`src/rtl/instr_type.sv`:
```
// Shared instruction-side types: store kinds from the decoder, the store
// unit's fault codes and its control-FSM state encoding.
package instr_type;

    // Store width as classified by the store decoder.
    typedef enum logic [1:0] {
        sk_sb      = 2'd0,
        sk_sh      = 2'd1,
        sk_sw      = 2'd2,
        sk_invalid = 2'd3
    } store_kind_t;

    // Completion status returned to the pipeline alongside done_valid.
    typedef enum logic [1:0] {
        FLT_NONE     = 2'b00,
        FLT_MISALIGN = 2'b01,
        FLT_KIND     = 2'b10,
        FLT_TIMEOUT  = 2'b11
    } store_fault_t;

    // Store unit control states.
    typedef enum logic [1:0] {
        ST_IDLE = 2'd0,
        ST_REQ  = 2'd1,
        ST_RESP = 2'd2
    } store_state_t;

endpackage

```
`src/rtl/store_lane.sv`:
```
// Combinational lane formatter: maps a store kind, byte offset and register
// value onto byte strobes and lane-replicated write data, and flags requests
// that must not reach memory.
module store_lane
    import instr_type::*;
(
    input  store_kind_t  kind,
    input  logic [1:0]   off,
    input  logic [31:0]  data,
    output logic [3:0]   wstrb,
    output logic [31:0]  wdata,
    output logic         misaligned,
    output logic         invalid
);

    // Each byte lane carries the source byte that its access width maps onto
    // it: words pass straight through, halves repeat in both halves, bytes
    // repeat in all four lanes. The strobes pick the lanes actually written.
    for (genvar gi = 0; gi < 4; gi++) begin : g_lane
        assign wdata[8*gi +: 8] = (kind == sk_sw) ? data[8*gi +: 8]
                                : (kind == sk_sh) ? data[8*(gi%2) +: 8]
                                :                   data[7:0];
    end

    // Strobe pattern and alignment/kind checks for the current request.
    always_comb begin
        wstrb      = 4'b0000;
        misaligned = 1'b0;
        invalid    = 1'b0;
        case (kind)
            sk_sb: begin
                wstrb = 4'b0001 << off;
            end
            sk_sh: begin
                wstrb      = 4'b0011 << off;
                misaligned = off[0];
            end
            sk_sw: begin
                wstrb      = 4'b1111;
                misaligned = |off;
            end
            default: begin
                invalid = 1'b1;
            end
        endcase
    end

endmodule

```
`src/rtl/store_unit.sv`:
```
// Store unit: accepts one store at a time from execute, formats it for the
// data-memory write port, waits for the memory handshake (with an optional
// watchdog) and reports completion or a fault with a one-cycle pulse.
module store_unit
    import instr_type::*;
#(
    parameter int TIMEOUT_CYCLES = 16,
    parameter int CNT_W          = 8
) (
    input  logic          clk,
    input  logic          rst,
    input  logic          req_valid,
    output logic          req_ready,
    input  store_kind_t   req_kind,
    input  logic [31:0]   req_addr,
    input  logic [31:0]   req_data,
    output logic          mem_valid,
    input  logic          mem_ready,
    output logic [31:0]   mem_addr,
    output logic [31:0]   mem_wdata,
    output logic [3:0]    mem_wstrb,
    output logic          done_valid,
    output store_fault_t  done_fault
);

    // A zero timeout turns the watchdog off; the last count value is only
    // meaningful when it is enabled.
    localparam bit              WDOG_EN  = (TIMEOUT_CYCLES != 0);
    localparam logic [CNT_W-1:0] CNT_LAST =
        CNT_W'((TIMEOUT_CYCLES > 0) ? (TIMEOUT_CYCLES - 1) : 0);

    store_state_t      state_q,      state_d;
    logic              req_ready_q,  req_ready_d;
    logic              mem_valid_q,  mem_valid_d;
    logic [31:0]       mem_addr_q,   mem_addr_d;
    logic [31:0]       mem_wdata_q,  mem_wdata_d;
    logic [3:0]        mem_wstrb_q,  mem_wstrb_d;
    logic              done_valid_q, done_valid_d;
    store_fault_t      done_fault_q, done_fault_d;
    store_fault_t      fault_q,      fault_d;
    logic [CNT_W-1:0]  cnt_q,        cnt_d;

    logic [3:0]        lane_wstrb;
    logic [31:0]       lane_wdata;
    logic              lane_misaligned;
    logic              lane_invalid;

    store_lane u_lane (
        .kind       (req_kind),
        .off        (req_addr[1:0]),
        .data       (req_data),
        .wstrb      (lane_wstrb),
        .wdata      (lane_wdata),
        .misaligned (lane_misaligned),
        .invalid    (lane_invalid)
    );

    // Next-state and registered-output computation for the store FSM.
    always_comb begin
        state_d      = state_q;
        req_ready_d  = req_ready_q;
        mem_valid_d  = mem_valid_q;
        mem_addr_d   = mem_addr_q;
        mem_wdata_d  = mem_wdata_q;
        mem_wstrb_d  = mem_wstrb_q;
        fault_d      = fault_q;
        cnt_d        = cnt_q;
        done_valid_d = 1'b0;
        done_fault_d = FLT_NONE;

        case (state_q)
            ST_IDLE: begin
                req_ready_d = 1'b1;
                if (req_valid && req_ready_q) begin
                    req_ready_d = 1'b0;
                    if (lane_invalid) begin
                        state_d = ST_RESP;
                        fault_d = FLT_KIND;
                    end else if (lane_misaligned) begin
                        state_d = ST_RESP;
                        fault_d = FLT_MISALIGN;
                    end else begin
                        state_d     = ST_REQ;
                        fault_d     = FLT_NONE;
                        mem_valid_d = 1'b1;
                        mem_addr_d  = {req_addr[31:2], 2'b00};
                        mem_wdata_d = lane_wdata;
                        mem_wstrb_d = lane_wstrb;
                        cnt_d       = '0;
                    end
                end
            end
            ST_REQ: begin
                // A handshake on the watchdog's last cycle still counts as success.
                if (mem_ready) begin
                    mem_valid_d = 1'b0;
                    state_d     = ST_RESP;
                    fault_d     = FLT_NONE;
                end else if (WDOG_EN && (cnt_q == CNT_LAST)) begin
                    mem_valid_d = 1'b0;
                    state_d     = ST_RESP;
                    fault_d     = FLT_TIMEOUT;
                end else begin
                    cnt_d = cnt_q + CNT_W'(1);
                end
            end
            ST_RESP: begin
                done_valid_d = 1'b1;
                done_fault_d = fault_q;
                req_ready_d  = 1'b1;
                state_d      = ST_IDLE;
            end
            default: begin
                state_d     = ST_IDLE;
                mem_valid_d = 1'b0;
                req_ready_d = 1'b0;
            end
        endcase
    end

    // State and output registers; reset clears everything, aborting any store.
    always_ff @(posedge clk or negedge rst) begin
        if (!rst) begin
            state_q      <= ST_IDLE;
            req_ready_q  <= 1'b0;
            mem_valid_q  <= 1'b0;
            mem_addr_q   <= '0;
            mem_wdata_q  <= '0;
            mem_wstrb_q  <= '0;
            done_valid_q <= 1'b0;
            done_fault_q <= FLT_NONE;
            fault_q      <= FLT_NONE;
            cnt_q        <= '0;
        end else begin
            state_q      <= state_d;
            req_ready_q  <= req_ready_d;
            mem_valid_q  <= mem_valid_d;
            mem_addr_q   <= mem_addr_d;
            mem_wdata_q  <= mem_wdata_d;
            mem_wstrb_q  <= mem_wstrb_d;
            done_valid_q <= done_valid_d;
            done_fault_q <= done_fault_d;
            fault_q      <= fault_d;
            cnt_q        <= cnt_d;
        end
    end

    assign req_ready  = req_ready_q;
    assign mem_valid  = mem_valid_q;
    assign mem_addr   = mem_addr_q;
    assign mem_wdata  = mem_wdata_q;
    assign mem_wstrb  = mem_wstrb_q;
    assign done_valid = done_valid_q;
    assign done_fault = done_fault_q;

endmodule

```
`config.mk`:
```
export PLATFORM = sky130hd
export DESIGN_NAME = store_unit
export DESIGN_NICKNAME = d
export VERILOG_FILES = /design/src/rtl/instr_type.sv /design/src/rtl/store_lane.sv /design/src/rtl/store_unit.sv
export SDC_FILE = /design/constraint.sdc
export NUM_CORES = 1
export LEC_CHECK = 0
export BUFFER_PORTS_ARGS = -buffer_cell sky130_fd_sc_hd__buf_4
export CELL_PAD_IN_SITES_DETAIL_PLACEMENT = 1
export CELL_PAD_IN_SITES_GLOBAL_PLACEMENT = 1
export CORE_UTILIZATION = 38
export CTS_CLUSTER_DIAMETER = 80
export DETAILED_ROUTE_END_ITERATION = 7
export PLACE_DENSITY_LB_ADDON = 0.1
export SYNTH_ARGS = -nofsm -noshare
export SYNTH_HDL_FRONTEND = slang
export SYNTH_SLANG_ARGS = --single-unit
```
`constraint.sdc`:
```
create_clock -name clk -period 2.3 [get_ports clk]
set_input_delay 0.115 -clock clk [delete_from_list [all_inputs] [get_ports clk]]
set_output_delay 0.115 -clock clk [all_outputs]
set_load 0.05 [all_outputs]
```
Yosys cells after proc, flatten, opt, wreduce, memory -nomap -nowiden --
Index checks and enable logic that the tools add are counted.
Storage, ports and cells: register bits after elaboration 83, input bits 70, word-level logic and storage cells 71, output and inout port bits 73
Operators by class: equality and inequality tests 11, add/sub/neg operators 1, shift-type cells 2, muxes and demuxes 34, reduce and logical (&&, ||, !) cells 11, bitwise logic cells 2
Operators by type and width (count):
- 8-bit two-way mux | 9
- 2-bit two-way mux | 10
- 8-bit one-hot mux with 2 select lines | 1
- 4-bit one-hot mux with 3 select lines | 1
- 2-bit != test (second input constant) | 5
- 8-bit by 1-bit adder with 8-bit output (second input constant) | 1
- 8-bit by 4-bit == test with 1-bit output (second input constant) | 1
- 1-bit two-way mux | 8
- 2-bit one-hot mux with 2 select lines | 2
- 1-bit one-hot mux with 3 select lines | 2
- 6-bit AND reduction | 1
- 5-bit AND reduction | 1
- 2-bit by 1-bit == test with 1-bit output (second input constant) | 2
- 2-bit == test (second input constant) | 2
- 2-bit zero test | 2
- 4-bit AND reduction | 1
- 1-bit by 2-bit << shifter with 4-bit output (first input constant) | 1
- 2-bit by 2-bit << shifter with 4-bit output (first input constant) | 1
- 3-bit != test (second input constant) | 1
- 3-bit AND reduction | 1
- 3-bit OR reduction | 1
- 1-bit NOT | 2
- 1-bit one-hot mux with 2 select lines | 1
- 2-bit AND reduction | 1
- 3 further kinds | 3

Depth between registers and ports, before layout --
Gate-level depths: netlist (run 1).
depth after elaboration 6, depth in mapped cells 8, mapped depth without buffers 6

Cells and area by module --
From an unflattened synthesis (run 1), not the netlist that was laid out.
Unflattened totals: cells, all modules 294, area, all modules 4205.3 µm²
By module, submodules not included:
- store_unit | area each 3619.7 µm², cells each 223, sequential area each 2077.0 µm², instances 1
- store_lane | area each 585.6 µm², cells each 71, sequential area each 0.0 µm², instances 1

Worst setup path after synthesis (run 1) --
Ideal clock, no wire load.
path kind register -> register, start reg req_ready_q (netlist: req_ready), end reg mem_addr_q[10] (netlist: mem_addr[10]), path buffers 1, data required time 2.175 ns, cell stages (with the launch flop) 5, path slack 0.263 ns, library setup time 0.125 ns, clock period less this slack 2.037 ns, data arrival time 1.912 ns, cell sequence dfrtp_1 > nand3b_1 > nor4_4 > buf_6 > mux2_2
Between the ends: word-level cells in the longest chain between the ends 2
RTL lines:
- start: declaration | line store_unit.sv:33 | logic req_ready_q, req_ready_d;
- start signal: assignment | line store_unit.sv:136 | req_ready_q <= req_ready_d;
- 1-bit logical AND | line store_unit.sv:74 | if (req_valid && req_ready_q) begin
- 4-bit AND reduction (no line)
- end signal: assignment | line store_unit.sv:138 | mem_addr_q <= mem_addr_d;
- end: declaration | line store_unit.sv:35 | logic [31:0] mem_addr_q, mem_addr_d;
Every way passes these cells. A chain may end at the register's enable or synchronous reset.

Worst setup path after layout (run 1) --
start reg state_q[1], end reg mem_wdata_q[1] (netlist: mem_wdata[1])
Between the ends: word-level cells in the longest chain between the ends 2
RTL lines:
- start: declaration | line store_unit.sv:32 | store_state_t state_q, state_d;
- start signal: assignment | line store_unit.sv:135 | state_q <= state_d;
- 2-bit zero test | line store_unit.sv:71 | case (state_q)
- 4-bit AND reduction (no line)
- end signal: assignment | line store_unit.sv:139 | mem_wdata_q <= mem_wdata_d;
- end: declaration | line store_unit.sv:36 | logic [31:0] mem_wdata_q, mem_wdata_d;
Every way passes these cells.

==> flow_summary.json, run 1 <==
{
  "seq_area_um2": 2080,
  "antenna_found_initial": 0,
  "p_switching_mw": 4.01,
  "crit_type": "register to register",
  "max_stage_delay_ns": 0.73,
  "endpoint_kind": "register",
  "layout-drive-gt1-share": 0.536,
  "core-area_um2": 9680,
  "ant_nets": 0,
  "p_leak_nw": 2.52,
  "met2_usage": 0.342,
  "cts_buffer_depth": 2,
  "final_common_cell": "buf_4",
  "io_buffer_count": 140,
  "ir_drop_mv": 0.794,
  "multi_input_area_um2": 1570,
  "drv_cap": 0,
  "start_util": 0.390,
  "p_sw_frac": 0.476,
  "relSlewSlack": 0.488,
  "detailed_place.area_um2": 4970,
  "synth_edf_count": 0,
  "viasPerCell": 4.85,
  "p_comb_frac": 0.561,
  "fin_util": 0.566,
  "busiest_layer": "met2",
  "drt_pre_antenna_iters": 6,
  "path_cells": "nand3b_1 -> or4_1 -> mux2_2",
  "route.detailed.drc": 0,
  "worst-path-buf-inv": 0,
  "finalMaxSlewViolations": 0,
  "syn_inst": 282,
  "die_width_um": 102,
  "synth_top_cell_area_share": 0.550,
  "crit_path_max_fanout": 10,
  "crit_family": "simple AND/OR/NAND/NOR gates",
  "crit_required_ns": 2.53,
  "syn_area_um2": 3780,
  "p_total_mw": 8.42,
  "htreeDepth": 3,
  "overflow": 0,
  "async_flop_share": 1.00,
  "wire_per_inst_um": 16.7,
  "skew_ns": 0.0122,
  "hold_viol_final": 0,
  "stdcell_area_um2": 5480,
  "use_met1": 0.243,
  "ys.flop_type": "dfrtp_1",
  "period_share": 0.854,
  "grt_use_met3": 0.0518,
  "fill_cells": 1002,
  "clockPowerShare": 0.135,
  "avgSynthCellArea_um2": 13.4,
  "layout_common_cells": "148 x buf_4, 83 x dfrtp_1, 79 x mux2_2, 30 x dlygate4sd3_1",
  "power_density_nw_per_um2": 1540,
  "grt_max_degree": 59,
  "setup_tns_ns": 0,
  "cts_buffers": 9,
  "holdWs_ns": 0.0105,
  "worst_pin_slew_ns": 0.767,
  "vias": 2892,
  "synth_top_cells_by_area": "dfrtp_1 55%, mux2_2 24%, mux2i_1 2.6%",
  "clk_pin_slew_ns": 0.08,
  "p_int_mw": 4.41,
  "drt_wl_total_um": 9940,
  "cp_slowest_cell": "or4_1",
  "grt_first_pass_wirelength_um": 15700,
  "cts_sinks": 83,
  "synth_cell_types": 39,
  "period_needed_ns": 1.96,
  "hp-class": "input pin to register",
  "rsz0062_at_grt": "no",
  "grt_pass1_vias": 3123,
  "rows": 36,
  "die_h_um": 102,
  "cp-start-kind": "register",
  "diodes": 0,
  "syn_to_final_growth_pct": 45.0,
  "max_freq_mhz": 509,
  "drtIter0Drc": 76,
  "ios": 143,
  "run_status": "finished, final reports clean",
  "synth_warnings": 0,
  "root_buffer": "clkbuf_8",
  "place_congestion": 0.840,
  "cts_resized": 0,
  "cts_tree": "built",
  "synth_top_cell_by_area": "dfrtp_1",
  "ys_seq_area_frac": 0.550,
  "fin_nets": 533,
  "grtUsageTotal": 0.199,
  "worstSkewPairLatency_ns": 0.35,
  "setup_viol": 0,
  "die_area_um2": 10300,
  "dpl.hpwl_um": 6820,
  "p_seq_frac": 0.304,
  "ys_seq_elements": 83,
  "crit_arrival_ns": 2.19
}
[kinds of logic (layout without fill, tap and decap cells)]
logic type	after synthesis	after routing	synth area share
AOI/OAI and AO/OA	29	29	0.0487
muxes	94	94	0.277
buffers and inverters	20	200	0.0351
and+or+nand+nor	48	48	0.0685
DFF	83	83	0.550
adders and majority gates	4	4	0.0132
other	1	2	0.000992
xor gates and xnor gates	3	3	0.00695
[worst paths after layout]
check	depth (start not counted)	to	start	slack (ns)
max	3	mem_wdata[1]	state_q[1]	0.34
min	2	mem_addr[14]	req_addr[14]	0.01
min reg2reg	1	done_fault[0]	fault_q[0]	0.49
max reg2reg	3	mem_wdata[1]	state_q[1]	0.34
max in group asynchronous	3	cnt_q[7]	rst	1.19
min in group asynchronous	2	done_valid	rst	0.38
[cells in the mapped netlist (2+ instances only)]
| cell type | count |
|---|---|
| dfrtp_1 | 83 |
| mux2_2 | 79 |
| nand2_1 | 15 |
| o21ai_0 | 15 |
| mux2i_1 | 10 |
| nor2_1 | 9 |
| buf_6 | 6 |
| inv_1 | 6 |
| mux2_1 | 5 |
| a21oi_1 | 4 |
| buf_2 | 4 |
| ha_1 | 4 |
| nand2b_1 | 3 |
| nand3_1 | 3 |
| nor4_1 | 3 |
| xnor2_1 | 3 |
| a31o_2 | 2 |
| and2_1 | 2 |
| buf_4 | 2 |
| nand3b_1 | 2 |
| nor2b_1 | 2 |
| nor3_1 | 2 |
| o31ai_1 | 2 |
[worst register-to-register path, stage by stage, from the launching register on]
cell and delay (ns):
dfrtp_1 0.45, nand3b_1 0.30, or4_1 0.73, mux2_2 0.38
[state kept, by name, summed over array words and instances, names as in the netlist]
signal / count
done_fault: 2
req_ready: 1
done_valid: 1
mem_wdata: 32
mem_wstrb: 4
fault_q: 2
mem_addr: 30
cnt_q: 8
state_q: 2
mem_valid: 1
[cell type report]
type,count,share of cell area
clock buffer,11,0.0240
multi-input combinational,180,0.287
inverter,6,0.00411
tap,133,0.0304
timing repair buffer,179,0.261
clock inverter,4,0.0139
sequential,83,0.379
[power by group through the flow]
stage	Combinational [mW]	Clock (mW)	Sequential (mW)
detailed placement	4.72	0	2.59
floorplan	1.14	0	4.70
global placement	4.65	0	2.54
finish	4.72	1.14	2.56
global route	4.95	1.22	2.67
CTS	4.76	1.17	2.57
[stage by stage]
stage / std cells / worst slack (ns)
after floorplan: 283 / 0.263
after global placement: 551 / 0.429
after detailed placement: 551 / 0.334
after CTS: 596 / 0.317
after global routing: 596 / 0.227
final: 596 / 0.336
[layer usage]
| layer | routed length [µm] | share of wire |
|---|---|---|
| met5 | 0 | 0 |
| met4 | 119 | 0.012 |
| met3 | 655 | 0.066 |
| met2 | 5110 | 0.51 |
| met1 | 4050 | 0.41 |
[repair_timing]
item	CTS	global route
hold buffers	30	0
hold endpoints to repair	85	0
buffers inserted	0	0
Power figures use the tool's default switching activity.
==> run 2: changes to the inputs <==
- CORE_UTILIZATION: 38 -> 40
- CTS_BUF_LIST: default -> sky130_fd_sc_hd__clkbuf_4
- SETUP_SLACK_MARGIN: default -> 0.5
==> flow_summary.json, run 2 (synthesis results as in run 1) <==
{
  "stdcell_area_um2": 5820,
  "endpoint_kind": "register",
  "die_area_um2": 9840,
  "drt-met1-wl_um": 4530,
  "largest_reg_flops": 32,
  "cts_tree": "built",
  "crit_arrival_ns": 2.14,
  "layout_common_cells": "159 x buf_4, 81 x dfrtp_1, 79 x mux2_2, 42 x dlygate4sd3_1, 15 x nand2_1",
  "place_congestion": 0.723,
  "power_density_nw_per_um2": 1520,
  "final_common_cell": "buf_4",
  "viasPerCell": 5.17,
  "crit_required_ns": 2.63,
  "diodes": 0,
  "r2r-end": "mem_wdata[29]",
  "core-area_um2": 9200,
  "root_buffer": "clkbuf_4",
  "worstSkewPairLatency_ns": 0.43,
  "hp-class": "input pin to register",
  "ios": 143,
  "hold_viol_final": 0,
  "period_needed_ns": 1.81,
  "cp-start-kind": "register",
  "detailed_place.area_um2": 4950,
  "grt_max_degree": 58,
  "die_h_um": 99.2,
  "cts_sinks": 83,
  "route.met3.wl_um": 715,
  "max_freq_mhz": 551,
  "drv_cap": 0,
  "run_status": "finished, final reports clean",
  "io_buffer_count": 140,
  "cp_slowest_cell": "dfrtp_1",
  "antenna_found_initial": 0,
  "path_cells": "nand3b_1 -> nor4_4 -> buf_4 -> buf_4 -> clkbuf_16 -> mux2_2",
  "setup_tns_ns": 0,
  "met2_length_um": 6000,
  "clk_pin_slew_ns": 0.14,
  "relSlewSlack": 0.512,
  "setup_viol": 0,
  "crit_end": "mem_wdata[29]",
  "grtUsageTotal": 0.234,
  "r2r_slack_ns": 0.49,
  "fill_cells": 958,
  "rsz0062_at_grt": "yes",
  "period_share": 0.788,
  "worstSetupPathDepth": 6,
  "fin_nets": 562,
  "layout-drive-gt1-share": 0.568,
  "cts_buffers": 9,
  "start_util": 0.411,
  "vias": 3122,
  "syn_to_final_growth_pct": 54.0,
  "route.detailed.drc": 0,
  "worst_pin_slew_ns": 0.732,
  "reg2reg_from": "state_q[1]",
  "die_width_um": 99.2,
  "drt_pre_antenna_iters": 4,
  "p_total_mw": 8.82,
  "grt_first_pass_wirelength_um": 17600,
  "htreeDepth": 3,
  "crit_path_max_fanout": 8,
  "ant_nets": 0,
  "dp_slack_ns": 0.290,
  "worst-path-buf-inv": 3,
  "overflow": 0,
  "max_stage_delay_ns": 0.43,
  "cts_buffer_depth": 2,
  "dpl.hpwl_um": 6840,
  "skew_ns": 0.0174,
  "crit_top_cell": "buf_4",
  "crit_start": "state_q[1]",
  "crit_type": "register to register",
  "wire_per_inst_um": 18.8,
  "drtIter0Drc": 63,
  "drt_wl_total_um": 11400,
  "r2r_cells": 6,
  "highest_layer": "met4",
  "finalMaxSlewViolations": 0,
  "rows": 35,
  "p_leak_nw": 2.69,
  "ir_drop_mv": 0.859,
  "grt_pass1_vias": 3385,
  "layout_setup_ws_ns": 0.487,
  "crit_family": "buffers and inverters"
}
run 2: cell count changes in the layout (fill, tap and decap cells not counted), moves of 2 or more:
cell,delta
buf_4,+11
buf_6,+2
bufbuf_16,+2
clkbuf_1,-2
clkbuf_4,+10
clkbuf_8,-9
dfrtp_1,-2
dfrtp_2,+2
dlygate4sd3_1,+12
mux2_1,-5
mux2_4,+5
or4_4,+2
run 2: routing by layer:
layer	up-vias	track usage
met4	0	0.0656
met1	1592	0.278
li1	1417	-
met2	103	0.420
met5	-	0
met3	10	0.0625
run 2: worst min path at each step:
| stage | from | to | slack, ns | depth (start not counted) |
|---|---|---|---|---|
| 6_report | req_data[27] | mem_wdata[27] | 0.03 | 4 |
| 4_1_cts | req_data[23] | mem_wdata[23] | 0.008 | 3 |
| 3_5_place_dp | rst | done_valid | 0.23 | 1 |
| 2_1_floorplan | rst | cnt_q[0] | -0.18 | 0 |
| 5_1_grt | req_data[23] | mem_wdata[23] | 0.02 | 3 |
| 3_3_place_gp | rst | done_valid | 0.23 | 1 |
run 2: timing repair:
action / 4_1_cts / 5_1_grt
endpoints found under the hold margin: 96 / 0
setup buffers: 7 / 6
setup endpoints to repair: 73 / 63
gates cloned: 3 / 2
pin swaps: 1 / 1
resized for setup: 3 / 8
hold buffers: 42 / 0
run 2: worst register-to-register path, delay by kind of cell (launching register included):
kind | cells | cell delay [ns]
buffers and inverters | 3 | 0.51
and+or+nand+nor | 2 | 0.43
DFF | 1 | 0.43
muxes | 1 | 0.34
run 2: final cells by class:
class / count / area [µm²] / share of cell area
well taps: 111 / 139 / 0.0239
clock buffers: 10 / 75.1 / 0.0129
clock inverters: 6 / 114 / 0.0196
multi-input cells: 181 / 1640 / 0.282
inverters: 6 / 22.5 / 0.00387
flip-flops and latches: 83 / 2080 / 0.357
repair buffers: 207 / 1750 / 0.300
run 2: report_power, final:
| part | leakage, nW | internal [mW] | switching (mW) | total [mW] |
|---|---|---|---|---|
| clock network | 0.0928 | 0.564 | 0.540 | 1.10 |
| registers | 1.01 | 2.14 | 0.421 | 2.56 |
| logic | 1.59 | 1.94 | 3.22 | 5.15 |
run 2: stage by stage:
stage                      util  instances  hold WS [ns]
after global routing      0.633        604        0.0174
after detailed placement  0.539        528         0.227
final                     0.633        604        0.0296
after global placement    0.539        528         0.230
after floorplan               -        283        -0.181
after CTS                 0.620        596       0.00794
